===== config.mk =====
export PLATFORM = sky130hd
export DESIGN_NAME = imem_arbiter
export DESIGN_NICKNAME = d
export VERILOG_FILES = /design/src/rtl/imem_arbiter.sv
export SDC_FILE = /design/constraint.sdc
export NUM_CORES = 1
export LEC_CHECK = 0
export ABC_CLOCK_PERIOD_IN_PS = 26300
export CAP_MARGIN = 40
export CORE_ASPECT_RATIO = 1.75
export CORE_MARGIN = 2
export CORE_UTILIZATION = 55
export CTS_CLUSTER_DIAMETER = 30
export DETAILED_ROUTE_END_ITERATION = 6
export HOLD_SLACK_MARGIN = 0.06
export PLACE_DENSITY_LB_ADDON = 0.08
export REMOVE_ABC_BUFFERS = 1
export SYNTH_ARGS = -nofsm -noshare
export SYNTH_HDL_FRONTEND = slang
export SYNTH_SLANG_ARGS = --single-unit
export TNS_END_PERCENT = 100

===== constraint.sdc =====
create_clock -name clk -period 26.3 [get_ports clk]
set_clock_uncertainty 0.1 [all_clocks]
set_input_delay 6.575 -clock clk [delete_from_list [all_inputs] [get_ports clk]]
set_output_delay 6.575 -clock clk [all_outputs]
set_load 0.02 [all_outputs]

===== src/rtl/imem_arbiter.sv =====
// Instruction memory shared by the CPU fetch port and a host loader port.
// Define IMEM_ARB_FAIRNESS_EN for round-robin tie-break; otherwise host wins ties.
module imem_arbiter #(
    parameter int RAM_SIZE = 8
) (
    input  logic                  clk,
    input  logic                  reset,
    input  logic                  f_req,
    input  logic [7:0]            f_addr,
    output logic                  f_gnt,
    output logic [31:0]           f_rdata,
    output logic                  f_rvalid,
    input  logic                  h_req,
    input  logic                  h_we,
    input  logic [7:0]            h_addr,
    input  logic [31:0]           h_wdata,
    output logic                  h_gnt,
    output logic [31:0]           h_rdata,
    output logic                  h_rvalid,
    output logic                  err,
    output logic [15:0]           accs,
    output logic [RAM_SIZE*32-1:0] ram
);

    localparam int AW = (RAM_SIZE > 1) ? $clog2(RAM_SIZE) : 1;

    logic [31:0]   r_mem [RAM_SIZE];
    logic          r_last_host;
    logic [31:0]   r_f_rdata;
    logic [31:0]   r_h_rdata;
    logic          r_f_rvalid;
    logic          r_h_rvalid;
    logic          r_err;
    logic [15:0]   r_accs;

    logic          w_h_win;
    logic          w_f_gnt;
    logic          w_h_gnt;
    logic          w_f_ok;
    logic          w_h_ok;
    logic [AW-1:0] w_f_idx;
    logic [AW-1:0] w_h_idx;

`ifdef IMEM_ARB_FAIRNESS_EN
    assign w_h_win = h_req && (!f_req || !r_last_host);
`else
    assign w_h_win = h_req;
`endif

    assign w_h_gnt = w_h_win && !reset;
    assign w_f_gnt = f_req && !w_h_win && !reset;

    assign w_f_ok  = {1'b0, f_addr} < 9'(RAM_SIZE);
    assign w_h_ok  = {1'b0, h_addr} < 9'(RAM_SIZE);
    assign w_f_idx = f_addr[AW-1:0];
    assign w_h_idx = h_addr[AW-1:0];

    always_ff @(posedge clk or posedge reset) begin
        if (reset) begin
            for (int i = 0; i < RAM_SIZE; i++) begin
                r_mem[i] <= '0;
            end
            r_last_host <= 1'b0;
            r_f_rdata   <= '0;
            r_h_rdata   <= '0;
            r_f_rvalid  <= 1'b0;
            r_h_rvalid  <= 1'b0;
            r_err       <= 1'b0;
            r_accs      <= '0;
        end else begin
            r_f_rvalid <= 1'b0;
            r_h_rvalid <= 1'b0;
            if (w_f_gnt) begin
                r_last_host <= 1'b0;
                r_accs      <= r_accs + 16'd1;
                r_f_rvalid  <= 1'b1;
                r_f_rdata   <= w_f_ok ? r_mem[w_f_idx] : 32'h0;
                if (!w_f_ok) r_err <= 1'b1;
            end
            if (w_h_gnt) begin
                r_last_host <= 1'b1;
                r_accs      <= r_accs + 16'd1;
                if (!w_h_ok) r_err <= 1'b1;
                // Out-of-range writes are dropped but still count as accesses
                if (h_we) begin
                    if (w_h_ok) r_mem[w_h_idx] <= h_wdata;
                end else begin
                    r_h_rvalid <= 1'b1;
                    r_h_rdata  <= w_h_ok ? r_mem[w_h_idx] : 32'h0;
                end
            end
        end
    end

    for (genvar g = 0; g < RAM_SIZE; g++) begin : g_ram
        assign ram[g*32 +: 32] = r_mem[g];
    end

    assign f_gnt    = w_f_gnt;
    assign h_gnt    = w_h_gnt;
    assign f_rdata  = r_f_rdata;
    assign h_rdata  = r_h_rdata;
    assign f_rvalid = r_f_rvalid;
    assign h_rvalid = r_h_rvalid;
    assign err      = r_err;
    assign accs     = r_accs;

endmodule


==> results of run 1 <==
-- state kept, by name, summed over array words and instances (netlist names) --
| signal | flops |
|---|---|
| ram | 256 |
| f_rdata | 32 |
| h_rdata | 32 |
| accs | 16 |
| err | 1 |
| f_rvalid | 1 |
| h_rvalid | 1 |
-- routing by layer --
layer / wire [µm] / vias up / GRT usage [%] / part of all wire [%]
met5: 13 / - / 0 / 0.023
met4: 3360 / 2 / 19.1 / 5.9
met3: 5170 / 180 / 9.98 / 9.0
met2: 28200 / 653 / 57.6 / 49
met1: 20600 / 6794 / 41.4 / 36
li1: - / 5800 / - / -
-- kinds of logic after synthesis --
group	after synthesis	synth area share [%]
mux	485	32.3
flops	339	49.6
compound gates	233	9.27
simple gates	183	4.85
buf+inv	104	3.07
xor+xnor	15	0.769
fa+ha+maj	1	0.0732
-- worst register-to-register path, stage by stage (launching register included) --
cell,delay [ns]
dfrtp_1,0.40
ha_1,0.20
nand2_1,0.12
nor4_1,0.30
buf_4,0.22
nand3_1,0.11
xnor2_1,0.15
-- Yosys cell counts (2+ instances only) --
library cell    n  area share [%]
a211oi_1        2           0.088
a21oi_1        11            0.32
a22oi_1        88             3.9
and2_1          5            0.18
and3_1          3            0.11
buf_1           2           0.044
buf_2          44             1.3
buf_4           3            0.13
buf_6           9            0.59
clkbuf_1       41            0.90
dfrtp_1       339              50
inv_1           4           0.088
mux2_1          5            0.33
mux2_2        172              11
mux2_4         90             7.9
mux2i_1       218              13
nand2_1       129             2.8
nand2b_1        8            0.29
nand3_1         4            0.12
nand4_1         2           0.073
nor2_1         11            0.24
nor2b_1         4            0.15
nor3_1          4            0.12
nor3_2          2            0.12
nor4_1          2           0.073
o2111ai_1       5            0.26
o21a_1          6            0.26
o21ai_0        64             1.9
o221a_2         2            0.13
o221ai_1       19            0.97
o22ai_1        19            0.70
o31ai_1        10            0.44
or3_1           3            0.11
xnor2_1        12            0.61
xor2_1          3            0.15
-- power by group --
part	leakage (µW)	switching, µW	internal [µW]
registers	0.00471	13.2	534
logic	0.00536	81.2	60.0
clock network	0.000904	261	477
-- final timing paths --
check / slack, ns / to / from
worst max-delay path: 10.81 / f_gnt / reset
worst min-delay path: 0.37 / f_rdata[5] / f_rdata[5]
min in group asynchronous: 6.56 / accs[3] / reset
worst min register to register: 0.37 / f_rdata[5] / f_rdata[5]
worst max register to register: 24.58 / accs[8] / accs[0]
max in group asynchronous: 17.50 / f_rdata[27] / reset
-- cells in the final DEF (no fill, tap or decap), types with 5 or more instances in the layout --
cell type,n
clkdlybuf4s50_1,389
dfrtp_1,339
mux2i_1,218
mux2_2,172
nand2_1,127
mux2_4,90
a22oi_1,88
o21ai_0,64
clkbuf_16,53
o22ai_1,19
o221ai_1,19
buf_4,19
xnor2_1,12
a21oi_1,11
o31ai_1,10
bufinv_16,10
clkinv_2,8
buf_16,8
nand2b_1,7
clkinvlp_4,7
nor2_1,6
o21a_1,6
clkinv_4,6
mux2_1,5
o2111ai_1,5
-- area by class of cell --
cell class                 instances  area, µm²  area share, %
tap                              391        489           2.09
multi-input combinational        917       8160           34.9
timing repair buffer             426       4380           18.7
clock buffer                      57       1370           5.86
sequential                       339       8480           36.2
clock inverter                    36        504           2.15
inverter                           5       26.3          0.112
-- metrics by stage --
stage,utilization [%],area (µm²),setup slack (ns)
2_1_floorplan,-,16600,10.23
3_3_place_gp,69.1,21200,10.63
3_5_place_dp,70.1,21500,10.83
4_1_cts,76.2,23400,10.82
5_1_grt,76.2,23400,10.74
6_report,76.2,23400,10.81
==> out/qor.txt, run 1 <==
outcome: finished clean
Worst Path Buf+Inv: 4
non-filler cells, final: 2171
VDD IR max: 50.8 µV
normalized max-slew margin: 34.7%
Clk Latency, worst-skew pair: 0.57 ns
Initial Utilization: 55.6%
antenna cells: 0
fill cell count: 2099
Ports: 394
drt via density: 6.19
most frequent CP cell: clkdlybuf4s50_1
share of cells above drive strength 1: 23.4%
setup bufs post-CTS: 0
sequence of cells on the critical path: clkdlybuf4s50_1 -> nor2_1 -> nand2_2 -> buf_16 -> inv_1 -> clkdlybuf4s50_1
root buffer cell: clkbuf_16
Max Freq: 64.5 MHz
synthesized cell area: 17100 µm²
Post-synth EDFFs: 0
sequential element share of the synthesized area: 49.6%
Total GRT Usage: 35.2%
total CTS buffers: 50
Final setup viols: 0
worst hold path class: register to register
Worst Setup Path Type: input port to primary output
Syn. warnings: 0
cts hold-fix bufs: 0
Placer Congestion: 0.855
max_cap viols: 0
ys async rst share: 100%
Final Hold Vio Count: 0
vias in the first global route: 14.1k
HPWL after detailed placement: 37000 µm
PD cells: 60.9 nW/µm²
Die Wd: 137 µm
post-CTS resize count: 0
final wirelength: 57400 µm
Antenna Nets Post-Route: 0
DRT iter0 DRCs: 890
Max stage delay on crit path: 0.63 ns
RSZ-0062 raised after global routing: no
post-synthesis cell type count: 50
cells after synthesis: 1360
first-pass GRT wire length: 85700 µm
predominant post-synthesis flop cell: dfrtp_1
r2r worst-path depth: 6
period utilization: 58.9%
Least-Margin Pin Slew: 0.975 ns
syn_area_per_cell: 12.6 µm²
hold depth: 2
nets@finish: 1793
Req. time, crit path: 19.62 ns
DIE AREA: 32600 µm²
DRC Markers: 0
row count: 85
setup TNS: 0 ns
Avg WL per Cell: 26.4 µm
CP endpoint kind: primary output
fin crit period: 15.49 ns
total power draw: 1430 µW
crit path DAT: 8.82 ns
maximum clock insertion buffer count: 3
clock-pin slew on the worst setup and hold paths: 0.05 ns
Core Area: 30700 µm²
CTS tree: done
pin count of the biggest net entering global routing: 108
GRT Residual Overflow: 0
Max FO, Critical Path: 19
Min Hold Slack: 0.374 ns
PortBufs: 393
Inst Count DP: 2078
count of state elements after synthesis: 339
number of cells on the critical path: 6
vias: 13.4k
H-tree depth: 2
CTS sink count: 339
delay-heaviest family, CP: buffers and inverters
crit start category: input port
area grow syn2layout: 37.0%
Slew Limit Fails: 0
TritonRoute pass-1 iters: 5
die span in y: 237 µm
cell leakage power: 0.0110 µW
initial antenna violation count: 1
Crit-path slowest cell: clkdlybuf4s50_1
(Power assumes the default switching activity.)
==> run 2: changes to the inputs <==
ABC_CLOCK_PERIOD_IN_PS = 15000   (was 26300)
CORE_UTILIZATION = 51   (was 55)
clock period = 15 ns   (was 26.3 ns; I/O delays follow)
==> run 2 against run 1 <==
  * Critical path depth shrank 1
  * Non-clock buffer count shrank 2
  * Sequential power grew 75%
  * Via count shrank 2.0%
  * Die area grew 7.7%
  * Critical path type unchanged
  * Utilization shrank 5.6 points
  * Global-route usage shrank 2.7 points
  * Sequential share of layout area grew 0.14 points
  * Sequential cell count is the same
  * Combinational power grew 72%
  * Clock-buffer cell count grew 4
==> out/qor.txt, run 2 (synthesis results as in run 1) <==
root buffer cell: clkbuf_16
DRC Markers: 0
end of the worst register-to-register path: accs[12]
Placer Congestion: 0.828
crit start category: input port
Max FO, Critical Path: 12
Least-Margin Pin Slew: 0.926 ns
Hold EP: accs[15]
nets@finish: 1791
pin count of the biggest net entering global routing: 170
DRT iter0 DRCs: 787
Die Wd: 142 µm
Max stage delay on crit path: 0.63 ns
Req. time, crit path: 11.15 ns
final wirelength: 57700 µm
vias: 13.2k
Ports: 394
maximum clock insertion buffer count: 3
H-tree depth: 2
PortBufs: 393
Avg WL per Cell: 26.4 µm
clock-pin slew on the worst setup and hold paths: 0.05 ns
CP endpoint kind: primary output
TritonRoute pass-1 iters: 5
fin crit period: 9.50 ns
area grow syn2layout: 36.5%
most frequent CP cell: clkdlybuf4s50_1
crit path DAT: 5.65 ns
setup TNS: 0 ns
drt via density: 6.04
Min Hold Slack: 0.372 ns
row count: 88
normalized max-slew margin: 38.2%
Slew Limit Fails: 0
first-pass GRT wire length: 85200 µm
sequence of cells on the critical path: clkdlybuf4s50_1 -> nor2_1 -> nand2_2 -> inv_1 -> clkdlybuf4s50_1
Max Freq: 105 MHz
initial antenna violation count: 0
most common cell after layout, fill and taps aside: clkdlybuf4s50_1
DIE AREA: 35000 µm²
setup bufs post-CTS: 0
R2R Setup Slk: 13.16 ns
delay-heaviest family, CP: buffers and inverters
RR Startpoint: accs[0]
HPWL after detailed placement: 37400 µm
Antenna Nets Post-Route: 0
VDD IR max: 97.5 µV
outcome: finished clean
max_cap viols: 0
hold depth: 1
most frequent cells in the layout: clkdlybuf4s50_1 (389), dfrtp_1 (339), mux2i_1 (218)
Initial Utilization: 51.7%
Core Area: 33000 µm²
die span in y: 246 µm
max reg flops: 256
total CTS buffers: 50
GRT Residual Overflow: 0
post-CTS resize count: 0
RSZ-0062 raised after global routing: no
Total GRT Usage: 32.5%
Final setup viols: 0
CTS sink count: 339
CTS tree: done
Worst Setup Path Type: input port to primary output
cts hold-fix bufs: 0
r2r worst-path depth: 6
total power draw: 2500 µW
share of cells above drive strength 1: 23.1%
Worst Path Buf+Inv: 3
vias in the first global route: 13.8k
Hold Path Origin: accs[15]
Final Hold Vio Count: 0
Crit-path slowest cell: clkdlybuf4s50_1
worst hold path class: register to register
fill cell count: 2442
PD cells: 107 nW/µm²
period utilization: 63.3%
Clk Latency, worst-skew pair: 0.56 ns
cell leakage power: 0.0109 µW
antenna cells: 0
## run 2: worst reg2reg max path, cell delays in order (launching register included)
cell	delay [ns]
dfrtp_1	0.41
ha_1	0.22
nand2_1	0.13
nor4_1	0.37
buf_4	0.24
nand3_1	0.11
xnor2_1	0.14
## run 2: metrics by stage
step	cell area [µm²]	util (%)	worst slack [ns]	instances
2_1_floorplan	16600	-	1.76	1261
3_3_place_gp	21300	64.4	4.95	2082
3_5_place_dp	21400	64.9	5.52	2090
4_1_cts	23300	70.6	5.51	2181
5_1_grt	23300	70.6	5.38	2181
6_report	23300	70.6	5.50	2181
## run 2: routing by layer
metal	vias up	global-route usage, %	wire [µm]
met3	163	8.49	5010
met2	613	56.3	29100
met4	0	14.9	2750
met1	6604	37.4	20800
met5	-	0	0
li1	5785	-	-
## run 2: worst max-delay path by stage
stage	startpoint	to	cells after the start
3_3_place_gp	reset	f_gnt	5
4_1_cts	reset	f_gnt	5
2_1_floorplan	reset	accs[0]	1
5_1_grt	reset	f_gnt	5
3_5_place_dp	reset	f_gnt	5
6_report	reset	f_gnt	5
## run 2: report_power, final
part / leakage (µW) / switching [µW] / internal (µW)
Clock: 0.000905 / 458 / 836
Sequential: 0.00471 / 23.2 / 936
Combinational: 0.00532 / 141 / 102
## run 2: area by class of cell
cell class	count	area (µm²)	area share, %
flip-flops and latches	339	8480	36.4
clock inverters	30	457	1.96
well taps	405	507	2.17
clock buffers	61	1420	6.07
multi-input cells	917	8160	35.0
inverters	5	26.3	0.113
repair buffers	424	4270	18.3
